==> src/rtl/load_buffer_if.sv <==
// Signal bundle between the load buffer and its neighbours: address unit, ROB,
// memory controller and common data bus. Names follow the load buffer's view.
interface load_buffer_if #(
  parameter int unsigned ADDR_W = 32,
  parameter int unsigned ROB_W  = 4,
  parameter int unsigned ID_W   = 6
);
  logic              addrunit_lbuffer_en_in;
  logic [ADDR_W-1:0] addrunit_lbuffer_a_in;
  logic [ROB_W-1:0]  addrunit_lbuffer_dest_in;
  logic [ID_W-1:0]   addrunit_lbuffer_opcode_in;
  logic              lbuffer_full_out;
  logic [ROB_W-1:0]  lbuffer_rob_h_out;
  logic              rob_lbuffer_safe_in;
  logic              rob_lbuffer_rst_in;
  logic              lbuffer_mem_en_out;
  logic [ADDR_W-1:0] lbuffer_mem_a_out;
  logic [1:0]        lbuffer_mem_size_out;
  logic              mem_lbuffer_valid_in;
  logic [ADDR_W-1:0] mem_lbuffer_data_in;
  logic              lbuffer_cdb_en_out;
  logic [ROB_W-1:0]  lbuffer_cdb_dest_out;
  logic [ADDR_W-1:0] lbuffer_cdb_value_out;

  // Load buffer side.
  modport slave (
    input  addrunit_lbuffer_en_in, addrunit_lbuffer_a_in, addrunit_lbuffer_dest_in,
    input  addrunit_lbuffer_opcode_in, rob_lbuffer_safe_in, rob_lbuffer_rst_in,
    input  mem_lbuffer_valid_in, mem_lbuffer_data_in,
    output lbuffer_full_out, lbuffer_rob_h_out, lbuffer_mem_en_out, lbuffer_mem_a_out,
    output lbuffer_mem_size_out, lbuffer_cdb_en_out, lbuffer_cdb_dest_out,
    output lbuffer_cdb_value_out
  );

  // Environment side (address unit, ROB, memory controller, CDB).
  modport master (
    output addrunit_lbuffer_en_in, addrunit_lbuffer_a_in, addrunit_lbuffer_dest_in,
    output addrunit_lbuffer_opcode_in, rob_lbuffer_safe_in, rob_lbuffer_rst_in,
    output mem_lbuffer_valid_in, mem_lbuffer_data_in,
    input  lbuffer_full_out, lbuffer_rob_h_out, lbuffer_mem_en_out, lbuffer_mem_a_out,
    input  lbuffer_mem_size_out, lbuffer_cdb_en_out, lbuffer_cdb_dest_out,
    input  lbuffer_cdb_value_out
  );
endinterface

==> src/rtl/load_buffer.sv <==
// In-order load queue: accepts address-unit loads, issues the head to memory once
// the ROB marks it safe, extends the returned data and broadcasts it on the CDB.
module load_buffer #(
  parameter int unsigned    ADDR_W    = 32,
  parameter int unsigned    ROB_W     = 4,
  parameter int unsigned    ID_W      = 6,
  parameter int unsigned    DEPTH_LOG = 3,
  parameter logic [ID_W-1:0] OpLb     = ID_W'(11),
  parameter logic [ID_W-1:0] OpLh     = ID_W'(12),
  parameter logic [ID_W-1:0] OpLw     = ID_W'(13),
  parameter logic [ID_W-1:0] OpLbu    = ID_W'(14),
  parameter logic [ID_W-1:0] OpLhu    = ID_W'(15)
) (
  input logic          clk_in,
  input logic          rst_in,
  input logic          rdy_in,
  load_buffer_if.slave bus
);
  localparam int unsigned Depth = 1 << DEPTH_LOG;

  typedef enum logic [1:0] {StIdle, StWait, StDrain} state_e;

  state_e               state_q, state_d;
  logic [DEPTH_LOG-1:0] head_q, head_d, tail_q, tail_d;
  logic [DEPTH_LOG:0]   count_q, count_d;
  logic [ADDR_W-1:0]    addr_mem [Depth];
  logic [ROB_W-1:0]     dest_mem [Depth];
  logic [ID_W-1:0]      op_mem   [Depth];
  logic                 mem_en_q, mem_en_d;
  logic [ADDR_W-1:0]    mem_a_q, mem_a_d;
  logic [1:0]           mem_size_q, mem_size_d;
  logic                 cdb_en_q, cdb_en_d;
  logic [ROB_W-1:0]     cdb_dest_q, cdb_dest_d;
  logic [ADDR_W-1:0]    cdb_value_q, cdb_value_d;
  logic                 full, enq, deq, flush, valid;

  function automatic logic [1:0] size_of(logic [ID_W-1:0] op);
    if (op == OpLb || op == OpLbu) return 2'd0;
    if (op == OpLh || op == OpLhu) return 2'd1;
    return 2'd2;
  endfunction

  function automatic logic [ADDR_W-1:0] extend(logic [ID_W-1:0] op, logic [ADDR_W-1:0] d);
    if (op == OpLb)  return {{(ADDR_W-8){d[7]}}, d[7:0]};
    if (op == OpLbu) return {{(ADDR_W-8){1'b0}}, d[7:0]};
    if (op == OpLh)  return {{(ADDR_W-16){d[15]}}, d[15:0]};
    if (op == OpLhu) return {{(ADDR_W-16){1'b0}}, d[15:0]};
    if (op == OpLw)  return d;
    return '0;
  endfunction

  assign flush = bus.rob_lbuffer_rst_in;
  assign valid = bus.mem_lbuffer_valid_in;
  assign full  = (count_q == (DEPTH_LOG+1)'(Depth));

  assign bus.lbuffer_full_out      = full;
  // Head tag reads as zero while empty so the output is clean after reset.
  assign bus.lbuffer_rob_h_out     = (count_q != '0) ? dest_mem[head_q] : '0;
  assign bus.lbuffer_mem_en_out    = mem_en_q;
  assign bus.lbuffer_mem_a_out     = mem_a_q;
  assign bus.lbuffer_mem_size_out  = mem_size_q;
  assign bus.lbuffer_cdb_en_out    = cdb_en_q;
  assign bus.lbuffer_cdb_dest_out  = cdb_dest_q;
  assign bus.lbuffer_cdb_value_out = cdb_value_q;

  // Next-state: issue/complete FSM, queue pointers; flush overrides everything.
  always_comb begin
    state_d     = state_q;
    head_d      = head_q;
    tail_d      = tail_q;
    count_d     = count_q;
    mem_en_d    = mem_en_q;
    mem_a_d     = mem_a_q;
    mem_size_d  = mem_size_q;
    cdb_en_d    = 1'b0;
    cdb_dest_d  = cdb_dest_q;
    cdb_value_d = cdb_value_q;
    enq         = 1'b0;
    deq         = 1'b0;
    if (flush) begin
      head_d   = '0;
      tail_d   = '0;
      count_d  = '0;
      mem_en_d = 1'b0;
      case (state_q)
        StWait:  state_d = valid ? StIdle : StDrain;
        StDrain: state_d = valid ? StIdle : StDrain;
        default: state_d = StIdle;
      endcase
    end else begin
      enq = bus.addrunit_lbuffer_en_in && !full;
      case (state_q)
        StIdle: begin
          if (count_q != '0 && bus.rob_lbuffer_safe_in) begin
            state_d    = StWait;
            mem_en_d   = 1'b1;
            mem_a_d    = addr_mem[head_q];
            mem_size_d = size_of(op_mem[head_q]);
          end
        end
        StWait: begin
          if (valid) begin
            state_d     = StIdle;
            mem_en_d    = 1'b0;
            cdb_en_d    = 1'b1;
            cdb_dest_d  = dest_mem[head_q];
            cdb_value_d = extend(op_mem[head_q], bus.mem_lbuffer_data_in);
            deq         = 1'b1;
          end
        end
        StDrain: begin
          // Response to the flushed request is swallowed here.
          if (valid) state_d = StIdle;
        end
        default: state_d = StIdle;
      endcase
      tail_d  = tail_q + DEPTH_LOG'(enq);
      head_d  = head_q + DEPTH_LOG'(deq);
      count_d = count_q + (DEPTH_LOG+1)'(enq) - (DEPTH_LOG+1)'(deq);
    end
  end

  // State registers: synchronous active-low reset, frozen while rdy_in is low.
  always_ff @(posedge clk_in) begin
    if (!rst_in) begin
      state_q     <= StIdle;
      head_q      <= '0;
      tail_q      <= '0;
      count_q     <= '0;
      mem_en_q    <= 1'b0;
      mem_a_q     <= '0;
      mem_size_q  <= '0;
      cdb_en_q    <= 1'b0;
      cdb_dest_q  <= '0;
      cdb_value_q <= '0;
    end else if (rdy_in) begin
      state_q     <= state_d;
      head_q      <= head_d;
      tail_q      <= tail_d;
      count_q     <= count_d;
      mem_en_q    <= mem_en_d;
      mem_a_q     <= mem_a_d;
      mem_size_q  <= mem_size_d;
      cdb_en_q    <= cdb_en_d;
      cdb_dest_q  <= cdb_dest_d;
      cdb_value_q <= cdb_value_d;
    end
  end

  // Queue storage: written at the tail on an accepted enqueue.
  always_ff @(posedge clk_in) begin
    if (rst_in && rdy_in && enq) begin
      addr_mem[tail_q] <= bus.addrunit_lbuffer_a_in;
      dest_mem[tail_q] <= bus.addrunit_lbuffer_dest_in;
      op_mem[tail_q]   <= bus.addrunit_lbuffer_opcode_in;
    end
  end
endmodule

==> src/flat_wrapper.sv <==
// flat-port wrapper written by rule: the top's interface ports become plain ports
module load_buffer_flat 
#(
  parameter int unsigned    ADDR_W    = 32,
  parameter int unsigned    ROB_W     = 4,
  parameter int unsigned    ID_W      = 6,
  parameter int unsigned    DEPTH_LOG = 3,
  parameter logic [ID_W-1:0] OpLb     = ID_W'(11),
  parameter logic [ID_W-1:0] OpLh     = ID_W'(12),
  parameter logic [ID_W-1:0] OpLw     = ID_W'(13),
  parameter logic [ID_W-1:0] OpLbu    = ID_W'(14),
  parameter logic [ID_W-1:0] OpLhu    = ID_W'(15)
)
  (clk_in, rst_in, rdy_in, bus_addrunit_lbuffer_en_in, bus_addrunit_lbuffer_a_in, bus_addrunit_lbuffer_dest_in, bus_addrunit_lbuffer_opcode_in, bus_rob_lbuffer_safe_in, bus_rob_lbuffer_rst_in, bus_mem_lbuffer_valid_in, bus_mem_lbuffer_data_in, bus_lbuffer_full_out, bus_lbuffer_rob_h_out, bus_lbuffer_mem_en_out, bus_lbuffer_mem_a_out, bus_lbuffer_mem_size_out, bus_lbuffer_cdb_en_out, bus_lbuffer_cdb_dest_out, bus_lbuffer_cdb_value_out);
  load_buffer_if #(.ADDR_W(ADDR_W), .ROB_W(ROB_W), .ID_W(ID_W)) bus_i ();
  input logic clk_in;
  input logic rst_in;
  input logic rdy_in;
  input wire logic [$bits(bus_i.addrunit_lbuffer_en_in)-1:0] bus_addrunit_lbuffer_en_in;
  input wire logic [$bits(bus_i.addrunit_lbuffer_a_in)-1:0] bus_addrunit_lbuffer_a_in;
  input wire logic [$bits(bus_i.addrunit_lbuffer_dest_in)-1:0] bus_addrunit_lbuffer_dest_in;
  input wire logic [$bits(bus_i.addrunit_lbuffer_opcode_in)-1:0] bus_addrunit_lbuffer_opcode_in;
  input wire logic [$bits(bus_i.rob_lbuffer_safe_in)-1:0] bus_rob_lbuffer_safe_in;
  input wire logic [$bits(bus_i.rob_lbuffer_rst_in)-1:0] bus_rob_lbuffer_rst_in;
  input wire logic [$bits(bus_i.mem_lbuffer_valid_in)-1:0] bus_mem_lbuffer_valid_in;
  input wire logic [$bits(bus_i.mem_lbuffer_data_in)-1:0] bus_mem_lbuffer_data_in;
  output wire logic [$bits(bus_i.lbuffer_full_out)-1:0] bus_lbuffer_full_out;
  output wire logic [$bits(bus_i.lbuffer_rob_h_out)-1:0] bus_lbuffer_rob_h_out;
  output wire logic [$bits(bus_i.lbuffer_mem_en_out)-1:0] bus_lbuffer_mem_en_out;
  output wire logic [$bits(bus_i.lbuffer_mem_a_out)-1:0] bus_lbuffer_mem_a_out;
  output wire logic [$bits(bus_i.lbuffer_mem_size_out)-1:0] bus_lbuffer_mem_size_out;
  output wire logic [$bits(bus_i.lbuffer_cdb_en_out)-1:0] bus_lbuffer_cdb_en_out;
  output wire logic [$bits(bus_i.lbuffer_cdb_dest_out)-1:0] bus_lbuffer_cdb_dest_out;
  output wire logic [$bits(bus_i.lbuffer_cdb_value_out)-1:0] bus_lbuffer_cdb_value_out;
  assign bus_i.addrunit_lbuffer_en_in = bus_addrunit_lbuffer_en_in;
  assign bus_i.addrunit_lbuffer_a_in = bus_addrunit_lbuffer_a_in;
  assign bus_i.addrunit_lbuffer_dest_in = bus_addrunit_lbuffer_dest_in;
  assign bus_i.addrunit_lbuffer_opcode_in = bus_addrunit_lbuffer_opcode_in;
  assign bus_i.rob_lbuffer_safe_in = bus_rob_lbuffer_safe_in;
  assign bus_i.rob_lbuffer_rst_in = bus_rob_lbuffer_rst_in;
  assign bus_i.mem_lbuffer_valid_in = bus_mem_lbuffer_valid_in;
  assign bus_i.mem_lbuffer_data_in = bus_mem_lbuffer_data_in;
  assign bus_lbuffer_full_out = bus_i.lbuffer_full_out;
  assign bus_lbuffer_rob_h_out = bus_i.lbuffer_rob_h_out;
  assign bus_lbuffer_mem_en_out = bus_i.lbuffer_mem_en_out;
  assign bus_lbuffer_mem_a_out = bus_i.lbuffer_mem_a_out;
  assign bus_lbuffer_mem_size_out = bus_i.lbuffer_mem_size_out;
  assign bus_lbuffer_cdb_en_out = bus_i.lbuffer_cdb_en_out;
  assign bus_lbuffer_cdb_dest_out = bus_i.lbuffer_cdb_dest_out;
  assign bus_lbuffer_cdb_value_out = bus_i.lbuffer_cdb_value_out;
  load_buffer #(.ADDR_W(ADDR_W), .ROB_W(ROB_W), .ID_W(ID_W), .DEPTH_LOG(DEPTH_LOG), .OpLb(OpLb), .OpLh(OpLh), .OpLw(OpLw), .OpLbu(OpLbu), .OpLhu(OpLhu)) u_core (.clk_in(clk_in), .rst_in(rst_in), .rdy_in(rdy_in), .bus(bus_i));
endmodule
==> config.mk <==
export PLATFORM = sky130hd
export DESIGN_NAME = load_buffer_flat
export DESIGN_NICKNAME = d
export VERILOG_FILES = /design/src/rtl/load_buffer_if.sv /design/src/rtl/load_buffer.sv /design/src/flat_wrapper.sv
export SDC_FILE = /design/constraint.sdc
export NUM_CORES = 1
export LEC_CHECK = 0
export ABC_CLOCK_PERIOD_IN_PS = 8800
export CORE_MARGIN = 3
export CORE_UTILIZATION = 27
export CTS_CLUSTER_DIAMETER = 150
export DETAILED_ROUTE_END_ITERATION = 16
export PLACE_DENSITY = 0.49
export SLEW_MARGIN = 15
export SYNTH_ARGS = -nofsm -noshare
export SYNTH_HDL_FRONTEND = slang
export SYNTH_SLANG_ARGS = --single-unit
==> constraint.sdc <==
create_clock -name clk_in -period 8.8 [get_ports clk_in]
set_input_delay 0.88 -clock clk_in [delete_from_list [all_inputs] [get_ports clk_in]]
set_output_delay 0.88 -clock clk_in [all_outputs]
set_load 0.01 [all_outputs]
# == Word level (Yosys, flattened, before mapping) ==
# Memories as Yosys holds them, arrays and structs flattened. A register that Yosys moved wholly into a read port is not among the register bits.
# Index checks and enable logic that the tools add are counted.
# totals
regBits,52
ramBits,336
input_bits,81
output_inout_bits,77
wordCells,125
mem_count,3
# memory_table
memory,depth,word_bits,read_ports,rd_clocked_by_memory_dff,wr,line,rtl
u_core.addr_mem,8,32,1,1,1,load_buffer.sv:26,logic [ADDR_W-1:0] addr_mem [Depth];
u_core.op_mem,8,6,1,1,1,load_buffer.sv:28,logic [ID_W-1:0] op_mem [Depth];
u_core.dest_mem,8,4,1,1,1,load_buffer.sv:27,logic [ROB_W-1:0] dest_mem [Depth];
# classes
add_sub_neg,4
n_eq_ne,11
muxes,81
bitwise,1
reduce_logical,16
# op_table
cell,count
$mux 32,13
$mux 1,49
$eq 6x4->1 const B,5
$mux 2,9
$mux 3,6
$reduce_and 4->1,3
$mux 4,2
$add 3x1->3,2
$add 4x1->4,1
$eq 4x4->1 const B,1
$logic_and 1x1->1,4
$pmux 2 s2,1
$reduce_bool 4->1,1
$sub 4x1->4,1
$ne 3x1->1 const B,1
$ne 3x2->1 const B,1
$ne 3x3->1 const B,1
$reduce_and 3->1,1
$reduce_bool 3->1,1
$eq 2x1->1 const B,1
$eq 2x2->1 const B,1
$logic_not 1->1,2
$logic_not 2->1,1
$logic_or 1x1->1,2
other kinds (3),3

# == Depth between registers and ports, before layout ==
# logic_depth
ltp_word,32
mapped_depth,11
depth_no_buf,11

# == Worst setup path before layout ==
# No wires, ideal clock.
# synth_path
path_type,input port to flip-flop
from,input rdy_in
to,memory u_core.addr_mem[0][0] (enable)
setup_ns,0.494
arrival_time_ns,4.635
required_time_ns,8.306
slack_ns,3.672
stages,5
path_buffers,2
cell_sequence,clkbuf_1 -> nor2b_1 -> clkbuf_1 -> nand4b_1 -> nor3_1
# synth_between
elab_chain_len,4
# synth_lines
element,line,rtl
"start, declared",flat_wrapper.sv:18,input logic rdy_in;
$logic_and 1x1->1 (2 in series),load_buffer.sv:152,if (rst_in && rdy_in && enq) begin
$mux 1,load_buffer.sv:152,
$mux 1 (implied by the code),load_buffer.sv:153,addr_mem[tail_q] <= bus.addrunit_lbuffer_a_in;
"end, declared",load_buffer.sv:26,
# No other way between the ends.

# == Worst setup path after layout ==
# layout_path
from,input rdy_in
to,memory u_core.addr_mem[5][13] (enable)
# The elaborated chain is that of the path after synthesis.

==> results.toml <==
[status]
status = "complete, no violations"

[power]
powerDensity_nw_per_um2 = 207.4
ir_drop_mv = 0.1257
power.leakage_nw = 6.714
fin_total_pwr_mw = 4.221

[timing]
setup_slack_ns = 5.152
rsz0062_at_grt = "no"
maxSlewHeadroom_pct = 26.74
period_share_pct = 41.45
period_needed_ns = 3.648
max_freq_ghz = 0.2741
setup_violations = 0
fin_worst_skew_ns = 0.01206
final_max_slew_viol_count = 0
worstMarginPinSlew_ns = 1.099
hold_viol = 0
finalSetupTns_ns = 0

[synthesis]
synth_flop_cell = "edfxtp_1"
synth.top_cell.area_share_pct = 61.60
synth.area.top_cells = "edfxtp_1 (62%), dfxtp_1 (11%), mux4_2 (10%)"
ys_ff_latch = 423
yosys_warnings = 0
synth-xor-area-share_pct = 0.1069
syn_nets = 1022
synth.top_cells.by_count = "edfxtp_1 (336), dfxtp_1 (87), mux4_2 (74)"
synth-simple-area-share_pct = 4.316
synth_cell_types = 52
yosys.area.top_type = "edfxtp_1"
synth.most_common_cell = "edfxtp_1"
syn_avg_cell_area_sq_um = 17.65
netlist_area_sq_um = 16380
synth-compound-area-share_pct = 6.883
synth_top_family_by_area = "multiplexers"
yosysSeqAreaShare_pct = 72.23
syn_inst = 928
async_flop_share_pct = 0
synthAdderAreaFrac_pct = 1.039
synth_mux_area_share_pct = 13.47
synth_edf_count = 336

[die]
die_y_microns = 252.3
pin_count = 158
core_sq_um = 59460
core.rowCount = 89
die_area_sq_um = 63660
die_width_microns = 252.3
start_util_pct = 27.54

[routing]
vias = 8682
wire_per_inst_microns = 20.10
routed_wl_microns = 38300
viasPerCell = 4.557
postRouteAntennaNets = 0
drtIter0Drc = 467
dr.pass1.iters = 4
drc = 0

[global_routing]
grt_overflow = 0
grt.total_usage_pct = 11.95
grt.busiest_layer = "met2"
grt.met2_usage_pct = 19.57
grt_use_met1_pct = 15.96
grt_pass1_vias = 9044
grt_max_degree = 81
grt_pass1_wl_microns = 57600
antenna_found_initial = 3
use_met3_pct = 2.830

[clock_tree]
h-tree-depth = 2
tritoncts.num_buffers = 46
clk_latency_ns = 0.58
cts_tree = "yes"
path_clk_slew_ns = 0.06
cts_buffer_depth = 3
numClockSinks = 423
cts-root-buf = "clkbuf_16"
postCtsSetupRepairBufs = 0
ctsResizeCount = 0
cts_hold_buffers = 0

[critical_path]
critical_path_arrival_ns = 3.85
cp_cell_sequence = "clkdlybuf4s50_1 > nor2b_1 > nand4_1 > nor2_4 > buf_4"
crit_fanout = 35
cp-start-kind = "primary input"
crit_type = "primary input to flop"
critical_path.top_delay_family = "simple AND/OR/NAND/NOR gates"
end_kind = "flop"
cp.buffers_inverters = 2
cp_slowest_stage_delay_ns = 0.84
worstPathRequired_ns = 9.00
crit_slowest_cell = "clkdlybuf4s50_1"

[place]
place_inst = 1818
gp_congestion = 0.7241
port_buffers = 157
place.detailed.hpwl_microns = 22900
dpl_worst_slack_ns = 4.537

[final_layout]
final_nets = 1187
layout.cells.non_filler = 1905
final.fill_count = 5664
area_delta_synth_final_pct = 24.28
drive_gt1_share_pct = 17.77

[flow_run]
maxCapViolations = 0

[min_path]
min_path_type = "flop to flop"
[area by class of cell]
cell class	instances	area (sq um)	share of cell area [%]
Clock inverter	32	330.3	1.623
Multi-Input combinational cell	435	4289	21.07
Inverter	13	48.80	0.2397
Tap cell	773	967.2	4.751
Timing Repair Buffer	174	1697	8.335
Sequential cell	423	11840	58.17
Clock buffer	54	1181	5.802
Antenna cell	1	2.502	0.01229
[sequential cells by signal, summed over array words and instances (netlist names), named ones only]
| name | count |
|---|---|
| u_core.addr_mem | 256 |
| u_core.bus.lbuffer_cdb_dest_out | 4 |
| u_core.bus.lbuffer_cdb_en_out | 1 |
| u_core.bus.lbuffer_cdb_value_out | 32 |
| u_core.bus.lbuffer_mem_a_out | 32 |
| u_core.bus.lbuffer_mem_en_out | 1 |
| u_core.bus.lbuffer_mem_size_out | 2 |
| u_core.count_q | 4 |
| u_core.dest_mem | 32 |
| u_core.head_q | 3 |
| u_core.op_mem | 48 |
| u_core.state_q | 2 |
| u_core.tail_q | 3 |
[worst paths after layout]
check                           slack [ns]                                                end                                             start  cells after the start
worst max-delay path                  5.15                   u_core.addr_mem[5][13]$_DFFE_PP_                                            rdy_in                      5
worst min-delay path                  0.48   u_core.bus.lbuffer_cdb_value_out[0]$_SDFFE_PN0P_  u_core.bus.lbuffer_cdb_value_out[0]$_SDFFE_PN0P_                      1
worst max register to register        5.46  u_core.bus.lbuffer_cdb_value_out[26]$_SDFFE_PN0P_                                              flop                      5
worst min register to register        0.48   u_core.bus.lbuffer_cdb_value_out[0]$_SDFFE_PN0P_  u_core.bus.lbuffer_cdb_value_out[0]$_SDFFE_PN0P_                      1
[per-stage QoR]
stage	hold WS (ns)	instance area (sq um)	utilization (%)
global route	0.4916	20350	34.23
global placement	0.4559	18840	31.69
finish	0.4798	20360	34.23
detailed placement	0.4608	18840	31.69
CTS	0.4802	20350	34.23
floorplan	0.4992	16380	-
[placed cells by master (no fill, tap or decap), types with 9 or more instances in the layout]
master and n:
clkdlybuf4s50_1 156, buf_4 18, mux4_2 74, dfxtp_1 84, ha_1 12, a22o_1 9
clkbuf_16 46, inv_1 13, o211a_1 36, nand2_1 71, o21ai_0 37, a21o_1 11
clkinv_1 13, a21oi_2 11, mux2i_1 42, a21oi_1 24, and2_1 13, nor2_1 14
edfxtp_1 336
[logic make-up (layout without fill, tap and decap cells)]
logic type,Yosys count,in the layout
AND/OR/NAND/NOR,142,142
multiplexers,124,124
flip-flops,423,423
other,0,1
XOR/XNOR,2,2
adder cells (fa/ha/maj),13,13
buffers and inverters,70,273
AO/OA/AOI/OAI,154,154
[metal layers]
layer  wire length, microns  part of all wire, %  vias to the layer above
met5                     13                0.034                        -
li1                       -                    -                     3998
met2                  18090                   47                      208
met4                    728                  1.9                        2
met1                  17350                   45                     4422
met3                   2115                  5.5                       52
[where the power goes]
group / leakage [nW] / switching, mW / internal (mW)
clock network: 0.721 / 0.797 / 1.12
registers: 3.73 / 0.00564 / 2.17
logic: 2.27 / 0.0712 / 0.0658
total: 6.71 / 0.874 / 3.35
[worst reg2reg max path: cells and delay by family, from the launching register on]
family	cells	cell delay [ns]
AND/OR/NAND/NOR	2	0.97
multiplexers	2	1.27
flip-flops	1	0.79
AO/OA/AOI/OAI	1	0.15
(Power assumes the default switching activity.)
